<file path="src/rtl/spdif_transmit.sv">
// S/PDIF transmitter: biphase-mark encoded stereo frames with B/M/W preambles and 192-frame blocks.
// Define SPDIF_CHANNEL_STATUS_EN to send consumer channel status (copy permitted, sample-rate code).
module spdif_transmit #(
    parameter int SPDIF_BAUD = 12_288_000,
    parameter int CLK_FREQ   = 24_576_000
) (
    input  logic        clk,
    input  logic        rst,
    input  logic [31:0] data_left,
    input  logic [31:0] data_right,
    input  logic        validity,
    input  logic [3:0]  sample_rate_code,
    output logic        spdif_out
);

    localparam int HALF = CLK_FREQ / (2 * SPDIF_BAUD);
    localparam int DIV_W = (HALF > 1) ? $clog2(HALF) : 1;
    localparam logic [DIV_W-1:0] DIV_LAST = DIV_W'(HALF - 1);
    localparam logic [DIV_W-1:0] DIV_ONE = DIV_W'(1);

    localparam logic [7:0] PRE_B = 8'b11101000;
    localparam logic [7:0] PRE_M = 8'b11100010;
    localparam logic [7:0] PRE_W = 8'b11100100;

    logic [DIV_W-1:0] div_q, div_d;
    logic [5:0]       hcell_q, hcell_d;
    logic             right_q, right_d;
    logic [7:0]       frame_q, frame_d;
    logic [23:0]      left_cap_q, left_cap_d;
    logic [23:0]      right_cap_q, right_cap_d;
    logic             valid_cap_q, valid_cap_d;
    logic             pre_inv_q, pre_inv_d;
    logic             out_q, out_d;

    logic             half_start;
    logic             half_end;
    logic [23:0]      audio_word;
    logic [4:0]       slot;
    logic [4:0]       audio_idx;
    logic             cs_bit;
    logic             parity_bit;
    logic             slot_bit;
    logic [7:0]       pre_pat;
    logic             pre_inv;
    logic             line_level;

    // Low audio bytes are never transmitted.
    logic unused_low_bytes;
    assign unused_low_bytes = ^{data_left[7:0], data_right[7:0]};

`ifdef SPDIF_CHANNEL_STATUS_EN
    logic [3:0] rate_cap_q, rate_cap_d;

    always_comb begin
        rate_cap_d = rate_cap_q;
        if (half_start && hcell_q == 6'd0 && !right_q) begin
            rate_cap_d = sample_rate_code;
        end
    end

    always_ff @(posedge clk or posedge rst) begin
        if (rst) begin
            rate_cap_q <= '0;
        end else begin
            rate_cap_q <= rate_cap_d;
        end
    end

    // Frame number selects the channel-status bit of the block.
    always_comb begin
        cs_bit = 1'b0;
        case (frame_q)
            8'd2:    cs_bit = 1'b1;
            8'd24:   cs_bit = rate_cap_q[0];
            8'd25:   cs_bit = rate_cap_q[1];
            8'd26:   cs_bit = rate_cap_q[2];
            8'd27:   cs_bit = rate_cap_q[3];
            default: cs_bit = 1'b0;
        endcase
    end
`else
    logic unused_rate;
    assign unused_rate = ^sample_rate_code;
    assign cs_bit = 1'b0;
`endif

    assign half_start = (div_q == '0);
    assign half_end   = (div_q == DIV_LAST);
    assign audio_word = right_q ? right_cap_q : left_cap_q;
    assign slot       = hcell_q[5:1];
    assign audio_idx  = slot - 5'd4;
    assign parity_bit = ^{audio_word, valid_cap_q, 1'b0, cs_bit};

    always_comb begin
        slot_bit = 1'b0;
        case (slot)
            5'd28:   slot_bit = valid_cap_q;
            5'd29:   slot_bit = 1'b0;
            5'd30:   slot_bit = cs_bit;
            5'd31:   slot_bit = parity_bit;
            default: begin
                if (slot >= 5'd4) begin
                    slot_bit = audio_word[audio_idx];
                end
            end
        endcase
    end

    // Preamble polarity follows the line level just before the first preamble half-cell.
    always_comb begin
        pre_pat = PRE_W;
        if (!right_q) begin
            pre_pat = (frame_q == 8'd0) ? PRE_B : PRE_M;
        end
        pre_inv = (hcell_q == 6'd0) ? out_q : pre_inv_q;
        line_level = out_q;
        if (hcell_q < 6'd8) begin
            line_level = pre_pat[3'd7 - hcell_q[2:0]] ^ pre_inv;
        end else if (!hcell_q[0]) begin
            line_level = ~out_q;
        end else begin
            line_level = slot_bit ? ~out_q : out_q;
        end
    end

    always_comb begin
        div_d       = div_q;
        hcell_d     = hcell_q;
        right_d     = right_q;
        frame_d     = frame_q;
        left_cap_d  = left_cap_q;
        right_cap_d = right_cap_q;
        valid_cap_d = valid_cap_q;
        pre_inv_d   = pre_inv_q;
        out_d       = out_q;

        if (half_end) begin
            div_d   = '0;
            hcell_d = hcell_q + 6'd1;
            if (hcell_q == 6'd63) begin
                right_d = ~right_q;
                if (right_q) begin
                    frame_d = (frame_q == 8'd191) ? 8'd0 : frame_q + 8'd1;
                end
            end
        end else begin
            div_d = div_q + DIV_ONE;
        end

        // Inputs are sampled once per frame, on the first clock of the left subframe.
        if (half_start) begin
            out_d = line_level;
            if (hcell_q == 6'd0) begin
                pre_inv_d = out_q;
                if (!right_q) begin
                    left_cap_d  = data_left[31:8];
                    right_cap_d = data_right[31:8];
                    valid_cap_d = validity;
                end
            end
        end
    end

    always_ff @(posedge clk or posedge rst) begin
        if (rst) begin
            div_q       <= '0;
            hcell_q     <= '0;
            right_q     <= 1'b0;
            frame_q     <= '0;
            left_cap_q  <= '0;
            right_cap_q <= '0;
            valid_cap_q <= 1'b0;
            pre_inv_q   <= 1'b0;
            out_q       <= 1'b0;
        end else begin
            div_q       <= div_d;
            hcell_q     <= hcell_d;
            right_q     <= right_d;
            frame_q     <= frame_d;
            left_cap_q  <= left_cap_d;
            right_cap_q <= right_cap_d;
            valid_cap_q <= valid_cap_d;
            pre_inv_q   <= pre_inv_d;
            out_q       <= out_d;
        end
    end

    assign spdif_out = out_q;

endmodule

</file>
<file path="config.mk">
export PLATFORM = sky130hd
export DESIGN_NAME = spdif_transmit
export DESIGN_NICKNAME = d
export VERILOG_FILES = /design/src/rtl/spdif_transmit.sv
export SDC_FILE = /design/constraint.sdc
export NUM_CORES = 1
export LEC_CHECK = 0
export BUFFER_PORTS_ARGS = -buffer_cell sky130_fd_sc_hd__clkbuf_2
export CORE_MARGIN = 4
export CORE_UTILIZATION = 55
export DETAILED_ROUTE_END_ITERATION = 8
export PLACE_DENSITY = 0.79
export SKIP_LAST_GASP = 1
export SYNTH_ARGS = -nofsm -noshare
export SYNTH_HDL_FRONTEND = slang
export SYNTH_SLANG_ARGS = --single-unit
</file>
<file path="constraint.sdc">
create_clock -name clk -period 2.9 [get_ports clk]
set_clock_uncertainty 0.1 [all_clocks]
set_input_delay 0.435 -clock clk [delete_from_list [all_inputs] [get_ports clk]]
set_output_delay 0.435 -clock clk [all_outputs]
set_load 0.02 [all_outputs]
</file>
==> run summary, run 1 <==
PostCTS Resize Cnt: 0
CP top delay family: compound AO/OA/AOI/OAI gates
Pre-CTS setup slack: 0.379 ns
Critical Path Sink Type: flop
Reg-to-reg critical path startpoint: hcell_q[1]$_DFF_PP0_
Initial cell density of the core: 57.2%
Clock Latency Late Sink: 0.35 ns
Reg clk slew, reported paths: 0.07 ns
Max-slew headroom: 59.5%
Antenna violations before repair: 0
Min Tclk post-route: 2.54 ns
Critical Path Fanout Max: 7
Area Growth Syn to Fin: 16.9%
Drt total wl: 7.11 mm
Post-Synthesis Cells: 292
First-pass GRT wire length: 12.0 mm
Core area: 6390 µm²
P_sw: 515 µW
Slew Viols, Final: 0
Routed WL per cell: 16.6 µm
H-tree lvl count: 3
CP bufs+invs: 1
Seq/Total Area, Yosys: 45.2%
Seq cells post-synth: 66
Setup crit end: spdif_out$_DFFE_PP0P_
Worst setup path class: reg -> reg
LEAKAGE: 0.00182 µW
CTS root buf: clkbuf_8
Worst R2R End: spdif_out$_DFFE_PP0P_
Iter 0 DRT Violations: 86
Synth unique cells: 42
Post-DRT Antenna Nets: 0
Register-to-register setup slack: 0.36 ns
CTS buffer count: 9
Worst setup SP type: flop
GP Congestion: 0.872
Mapped cell area: 3650 µm²
CTS Buffer Depth: 2
Fmax: 0.393 GHz
Final Cycle Share: 87.6%
Vias in the first global route: 2566
Share of post-route cells with drive strength above 1: 36.1%
Total gr overflow: 0
Setup ws final: 0.359 ns
Row cnt: 29
Post-CTS setup buffer count: 0
# hold bufs at CTS: 0
Worst stage delay on the critical path: 0.54 ns
Warning count from the yosys run: 0
Nets@finish: 424
P_int: 1690 µW
Worst R2R Path Depth: 9
PD cells: 516 nW/µm²
Net Count, Synth: 369
I/O pins: 72
I/O Buffers: 51
Most used cell along the critical path: a211oi_2
CP arrival: 2.66 ns
Max-cap violations: 0
Final Hold Vio Count: 0
Total Neg Setup Slack: 0 ns
Drt pass-1 iters: 4
Die width: 89.5 µm
Antenna cells: 0
Max VDD drop: 0.518 mV
CTS tree: built
Combinational Power Share: 11.2%
Die area: 8010 µm²
Worst Tran Pin Value: 0.607 ns
RSZ-0062 raised after global routing: no
HP Class: in -> async
Vias: 2442
Worst endpoint required time: 3.02 ns
Overall routing resource usage: 19.9%
CP Depth: 9
Via-to-Cell Ratio: 5.69
Critical Path, Cell by Cell: buf_4 -> mux4_2 -> a2111oi_4 -> a221oi_2 -> o32ai_2 -> a211oi_2 -> a211oi_2 -> xor2_1 -> mux2i_1
Post-DP HPWL: 5.11 mm
Sequential power share: 45.5%
Switching share of power: 23.3%
Final setup vio count: 0
Die Y: 89.5 µm
Critical path origin: hcell_q[1]$_DFF_PP0_
Clock network fraction of total power: 43.4%
Largest net degree at the start of global routing: 50
Clk sinks: 66
Avg Cell Area, Syn: 12.5 µm²
Outcome: finished, final reports clean
CP max-delay cell: mux4_2
Remaining DRCs: 0
[cell type report]
cell class	count	area [µm²]
clock inverters	6	114
clock buffers	10	138
multi-input cells	204	1900
repair buffers	57	338
inverters	9	33.8
fillers	496	2110
flip-flops and latches	66	1650
well taps	77	96.3
[placed cells by master, fill, tap and decap left out, types with 2 or more instances in the layout]
| master | instances |
|---|---|
| a211oi_2 | 2 |
| a21oi_1 | 6 |
| a22oi_1 | 4 |
| buf_12 | 3 |
| buf_4 | 3 |
| bufinv_16 | 3 |
| clkbuf_2 | 51 |
| clkbuf_8 | 10 |
| clkinvlp_4 | 2 |
| dfrtp_1 | 66 |
| ha_1 | 6 |
| inv_1 | 8 |
| mux2_1 | 10 |
| mux2_2 | 41 |
| mux2i_1 | 23 |
| mux4_1 | 3 |
| mux4_2 | 4 |
| nand2_1 | 9 |
| nand3_1 | 4 |
| nand4_1 | 4 |
| nor2_1 | 11 |
| nor2b_1 | 5 |
| nor3_1 | 3 |
| o21ai_0 | 2 |
| o21ai_1 | 2 |
| xnor2_1 | 21 |
| xor2_1 | 27 |
[cell usage after synthesis]
cell / instances / area [µm²]
a221oi_1: 1 / 8.76
o211ai_1: 1 / 7.51
nor3_1: 3 / 15.0
nand2_1: 9 / 33.8
buf_4: 3 / 22.5
inv_1: 9 / 33.8
o21ai_1: 2 / 10.0
and3_1: 1 / 6.26
ha_1: 6 / 75.1
buf_2: 5 / 25.0
a31oi_1: 1 / 6.26
o21bai_1: 1 / 7.51
and2_1: 1 / 6.26
mux2_2: 41 / 462
xnor2_1: 21 / 184
a41o_1: 1 / 10.0
nand3_1: 4 / 20.0
o21ai_0: 2 / 10.0
a2111oi_4: 1 / 27.5
or2_2: 1 / 6.26
nand4_1: 4 / 25.0
nand2b_1: 1 / 6.26
clkbuf_1: 2 / 7.51
dfrtp_1: 66 / 1650
o32ai_2: 1 / 16.3
buf_6: 1 / 11.3
buf_1: 2 / 7.51
a211oi_2: 2 / 25.0
nand3b_1: 1 / 7.51
nor2_1: 12 / 45.0
mux4_1: 3 / 78.8
a22oi_1: 4 / 30.0
and2_2: 1 / 7.51
a221oi_2: 1 / 15.0
nor2b_1: 5 / 31.3
mux4_2: 4 / 90.1
a21oi_1: 6 / 30.0
nor4_1: 1 / 6.26
xor2_1: 27 / 236
mux2i_1: 23 / 230
mux2_1: 10 / 113
o22ai_1: 1 / 6.26
[layer usage]
layer  vias up  routed length (µm)  share of wire [%]  global-route usage, %
met5         -                   0                  0                      0
met2        56                3460                 49                   31.2
met4         0                 212                3.0                   10.0
met3        25                 285                4.0                   4.52
met1      1212                3150                 44                   26.1
li1       1149                   -                  -                      -
[power groups by stage]
stage | clock [µW] | sequential, µW | combinational [µW]
after floorplan | 0 | 1020 | 168
after global placement | 0 | 1020 | 242
after detailed placement | 0 | 1020 | 248
after CTS | 973 | 1000 | 251
after global routing | 1020 | 1010 | 273
final | 957 | 1000 | 246
[per-stage QoR]
step / std cells / hold slack [ns] / utilization (%) / cell area, µm² / total power [µW]
finish: 429 / 0.0386 / 66.9 / 4270 / 2210
detailed placement: 413 / 0.405 / 63.0 / 4020 / 1270
global route: 429 / 0.0841 / 66.9 / 4270 / 2300
global placement: 413 / 0.394 / 63.0 / 4020 / 1260
floorplan: 292 / 0.383 / - / 3650 / 1190
CTS: 429 / 0.0541 / 66.9 / 4270 / 2230
[worst min path at each step]
stage                              startpoint                          to  slack [ns]  depth (start not counted)
final                                     rst  right_cap_q[9]$_DFFE_PP0P_        0.04                          2
after global routing                      rst  right_cap_q[8]$_DFFE_PP0P_        0.08                          2
after CTS                                 rst   left_cap_q[4]$_DFFE_PP0P_        0.05                          2
after detailed placement  pre_inv_q$_DFF_PP0_         pre_inv_q$_DFF_PP0_        0.40                          1
after global placement    pre_inv_q$_DFF_PP0_         pre_inv_q$_DFF_PP0_        0.39                          1
after floorplan           pre_inv_q$_DFF_PP0_         pre_inv_q$_DFF_PP0_        0.38                          1
[sequential cells by signal, indices dropped and copies added (netlist names)]
name,cells
frame_q,8
right_cap_q,24
spdif_out,1
right_q,1
left_cap_q,24
pre_inv_q,1
valid_cap_q,1
hcell_q,6
[cell families after synthesis]
family	count (synthesis)	share of synthesized area, %
muxes	81	26.6
buffers and inverters	22	2.94
xor gates and xnor gates	48	11.5
AOI/OAI and AO/OA	25	5.75
and+or+nand+nor	44	5.92
DFF	66	45.2
adders and majority gates	6	2.05
(Power assumes the default switching activity.)
==> run 2, diff against run 1 <==
--- a/config.mk
+++ b/config.mk
@@ -5,9 +5,10 @@
 export SDC_FILE = /design/constraint.sdc
 export NUM_CORES = 1
 export LEC_CHECK = 0
+export ABC_AREA = 1
 export BUFFER_PORTS_ARGS = -buffer_cell sky130_fd_sc_hd__clkbuf_2
 export CORE_MARGIN = 4
-export CORE_UTILIZATION = 55
+export CORE_UTILIZATION = 56
 export DETAILED_ROUTE_END_ITERATION = 8
 export PLACE_DENSITY = 0.79
 export SKIP_LAST_GASP = 1
==> run 2 against run 1 <==
  * Sequential cell count is the same
  * Synthesized cell count grew 110%
  * Sequential power is essentially flat
  * Combinational power shrank 6%
  * Final area grew 8.0%
  * Power shrank 7.4%
  * Register-to-register slack gained 0.21 ns
  * Sequential share of layout area shrank 2.8 points
  * Count of clock-buffer cells in the layout grew 1
==> run summary, run 2 <==
Outcome: finished, final reports clean
Warning count from the yosys run: 0
Final Hold Vio Count: 0
Initial cell density of the core: 58.8%
Synth async-reset ratio: 100%
Clock network fraction of total power: 41.0%
Total gr overflow: 0
Worst R2R Path Depth: 16
Via-to-Cell Ratio: 5.05
Worst setup SP type: flop
I/O pins: 72
Fill count: 637
RSZ-0062 raised after global routing: no
Max-slew headroom: 57.0%
Fmax: 0.429 GHz
Slew Viols, Final: 0
PostCTS Resize Cnt: 0
Clk sinks: 66
GP Congestion: 0.884
Largest cells by area after synthesis: dfrtp_1 (41%), nand2_1 (22%), inv_1 (7.0%), nor2_1 (6.7%), a21oi_1 (5.9%)
Worst endpoint required time: 3.04 ns
Post-DP HPWL: 6.69 mm
Mapped cell area: 4060 µm²
Max-cap violations: 0
LEAKAGE: 0.00263 µW
CTS tree: built
Commonest cells in the netlist: nand2_1 (239), inv_1 (76), nor2_1 (73)
Antenna cells: 0
CTS Buffer Depth: 2
Register-to-register setup slack: 0.57 ns
CP arrival: 2.47 ns
Combinational Power Share: 11.3%
Most common cell after layout, fill and taps aside: nand2_1
CTS root buf: clkbuf_8
Net Count, Synth: 682
# hold bufs at CTS: 0
Largest net degree at the start of global routing: 43
Core area: 6910 µm²
Sequential power share: 47.7%
H-tree lvl count: 3
Worst Tran Pin Value: 0.642 ns
Critical Path Sink Type: flop
Switching share of power: 25.1%
Most frequent cells in the layout: nand2_1 (238), inv_1 (75), nor2_1 (73)
P_int: 1530 µW
Routed WL per cell: 11.9 µm
Synth unique cells: 29
Placement Cell Area: 4410 µm²
Final Cycle Share: 80.4%
Final cell count without fillers: 757
Most frequent cell after synthesis: nand2_1
I/O Buffers: 51
Vias in the first global route: 3810
Drt total wl: 9.00 mm
Biggest regs: left_cap_q x24, right_cap_q x24, frame_q x8
Nets@finish: 733
Critical path origin: right_q$_DFFE_PP0N_
Total Neg Setup Slack: 0 ns
Main synth FF type: dfrtp_1
Reg-to-reg critical path startpoint: right_q$_DFFE_PP0N_
Post-CTS setup buffer count: 0
Seq/Total Area, Yosys: 40.7%
Final setup vio count: 0
Overall routing resource usage: 22.9%
Die width: 93.2 µm
Share of post-route cells with drive strength above 1: 13.9%
PD cells: 443 nW/µm²
Row cnt: 30
Top cell type's share of synthesized area: 40.7%
Largest area contributor in the netlist: dfrtp_1
Worst R2R End: spdif_out$_DFFE_PP0P_
Setup crit end: spdif_out$_DFFE_PP0P_
Iter 0 DRT Violations: 225
Finished Cell Area: 4620 µm²
Drt pass-1 iters: 5
First-pass GRT wire length: 16.0 mm
Die area: 8680 µm²
Critical Path Fanout Max: 42
Min Tclk post-route: 2.33 ns
Vias: 3823
Placed Instances: 741
HP Class: in -> async
Area Growth Syn to Fin: 13.7%
Post-Synthesis Cells: 605
P_sw: 514 µW
Number of flops mapped to enable cells by yosys: 0
Max VDD drop: 0.288 mV
Worst setup path class: reg -> reg
Antenna violations before repair: 0
CTS buffer count: 9
Reg clk slew, reported paths: 0.07 ns
Clock Latency Late Sink: 0.34 ns
Seq cells post-synth: 66
Die Y: 93.2 µm
Post-DRT Antenna Nets: 0
Remaining DRCs: 0
Avg Cell Area, Syn: 6.71 µm²
==> run 2: how the worst min path moves through the flow <==
stage	cells after the start	end
final	2	left_cap_q[17]$_DFFE_PP0P_
after global routing	2	right_cap_q[15]$_DFFE_PP0P_
after CTS	2	left_cap_q[17]$_DFFE_PP0P_
after detailed placement	1	right_cap_q[22]$_DFFE_PP0P_
after global placement	2	left_cap_q[16]$_DFFE_PP0P_
after floorplan	1	right_cap_q[13]$_DFFE_PP0P_
==> run 2: critical path, stage by stage (launching register included) <==
cell and delay (ns):
dfrtp_2 0.61, buf_12 0.26, nand2_1 0.08, o21ai_1 0.20, nand3_1 0.15, nand2_1 0.14
inv_1 0.05, nand2_1 0.05, nand2_1 0.04, nand2_1 0.05, nand2_1 0.09, inv_1 0.06
nand2_1 0.05, nand3_2 0.08, nand3_1 0.08, nand2_1 0.06, nand2_1 0.05
==> run 2: logic make-up after synthesis <==
group           Yosys count  synth area share [%]
mux                       8                  2.19
xor+xnor                  7                  1.51
simple gates            341                  33.1
compound gates           80                  10.5
fa+ha+maj                 6                  1.85
flops                    66                  40.7
buf+inv                  97                  10.2
==> run 2: cell type report <==
class	count	area, µm²	share of cell area, %
Multi-Input combinational cell	442	2000	43.3
Clock buffer	11	131	2.85
Clock inverter	5	78.8	1.71
Sequential cell	66	1650	35.8
Inverter	78	295	6.40
Tap cell	96	120	2.60
Timing Repair Buffer	59	340	7.37
==> run 2: through the flow <==
step	total power (µW)	utilization, %	setup slack (ns)	hold slack, ns
finish	2040	66.8	0.567	0.0408
global placement	1210	63.8	0.658	0.390
detailed placement	1220	63.8	0.588	0.396
floorplan	1140	-	0.710	0.379
CTS	2060	66.8	0.548	0.0624
global route	2150	66.8	0.323	0.0867
==> run 2: power by group through the flow <==
stage                     clock network, µW  registers [µW]  logic, µW
after floorplan                           0             991        153
after global placement                    0             991        222
after detailed placement                  0             993        231
after CTS                               851             975        232
after global routing                    903             979        271
final                                   838             975        231
==> run 2: routing by layer <==
layer  vias up  global-route usage [%]  share of wire [%]
li1       1972                       -                  -
met1      1752                    28.5                 46
met2        84                    38.9                 47
met3        15                    4.83                4.9
met4         0                    8.91                1.9
met5         -                       0                  0
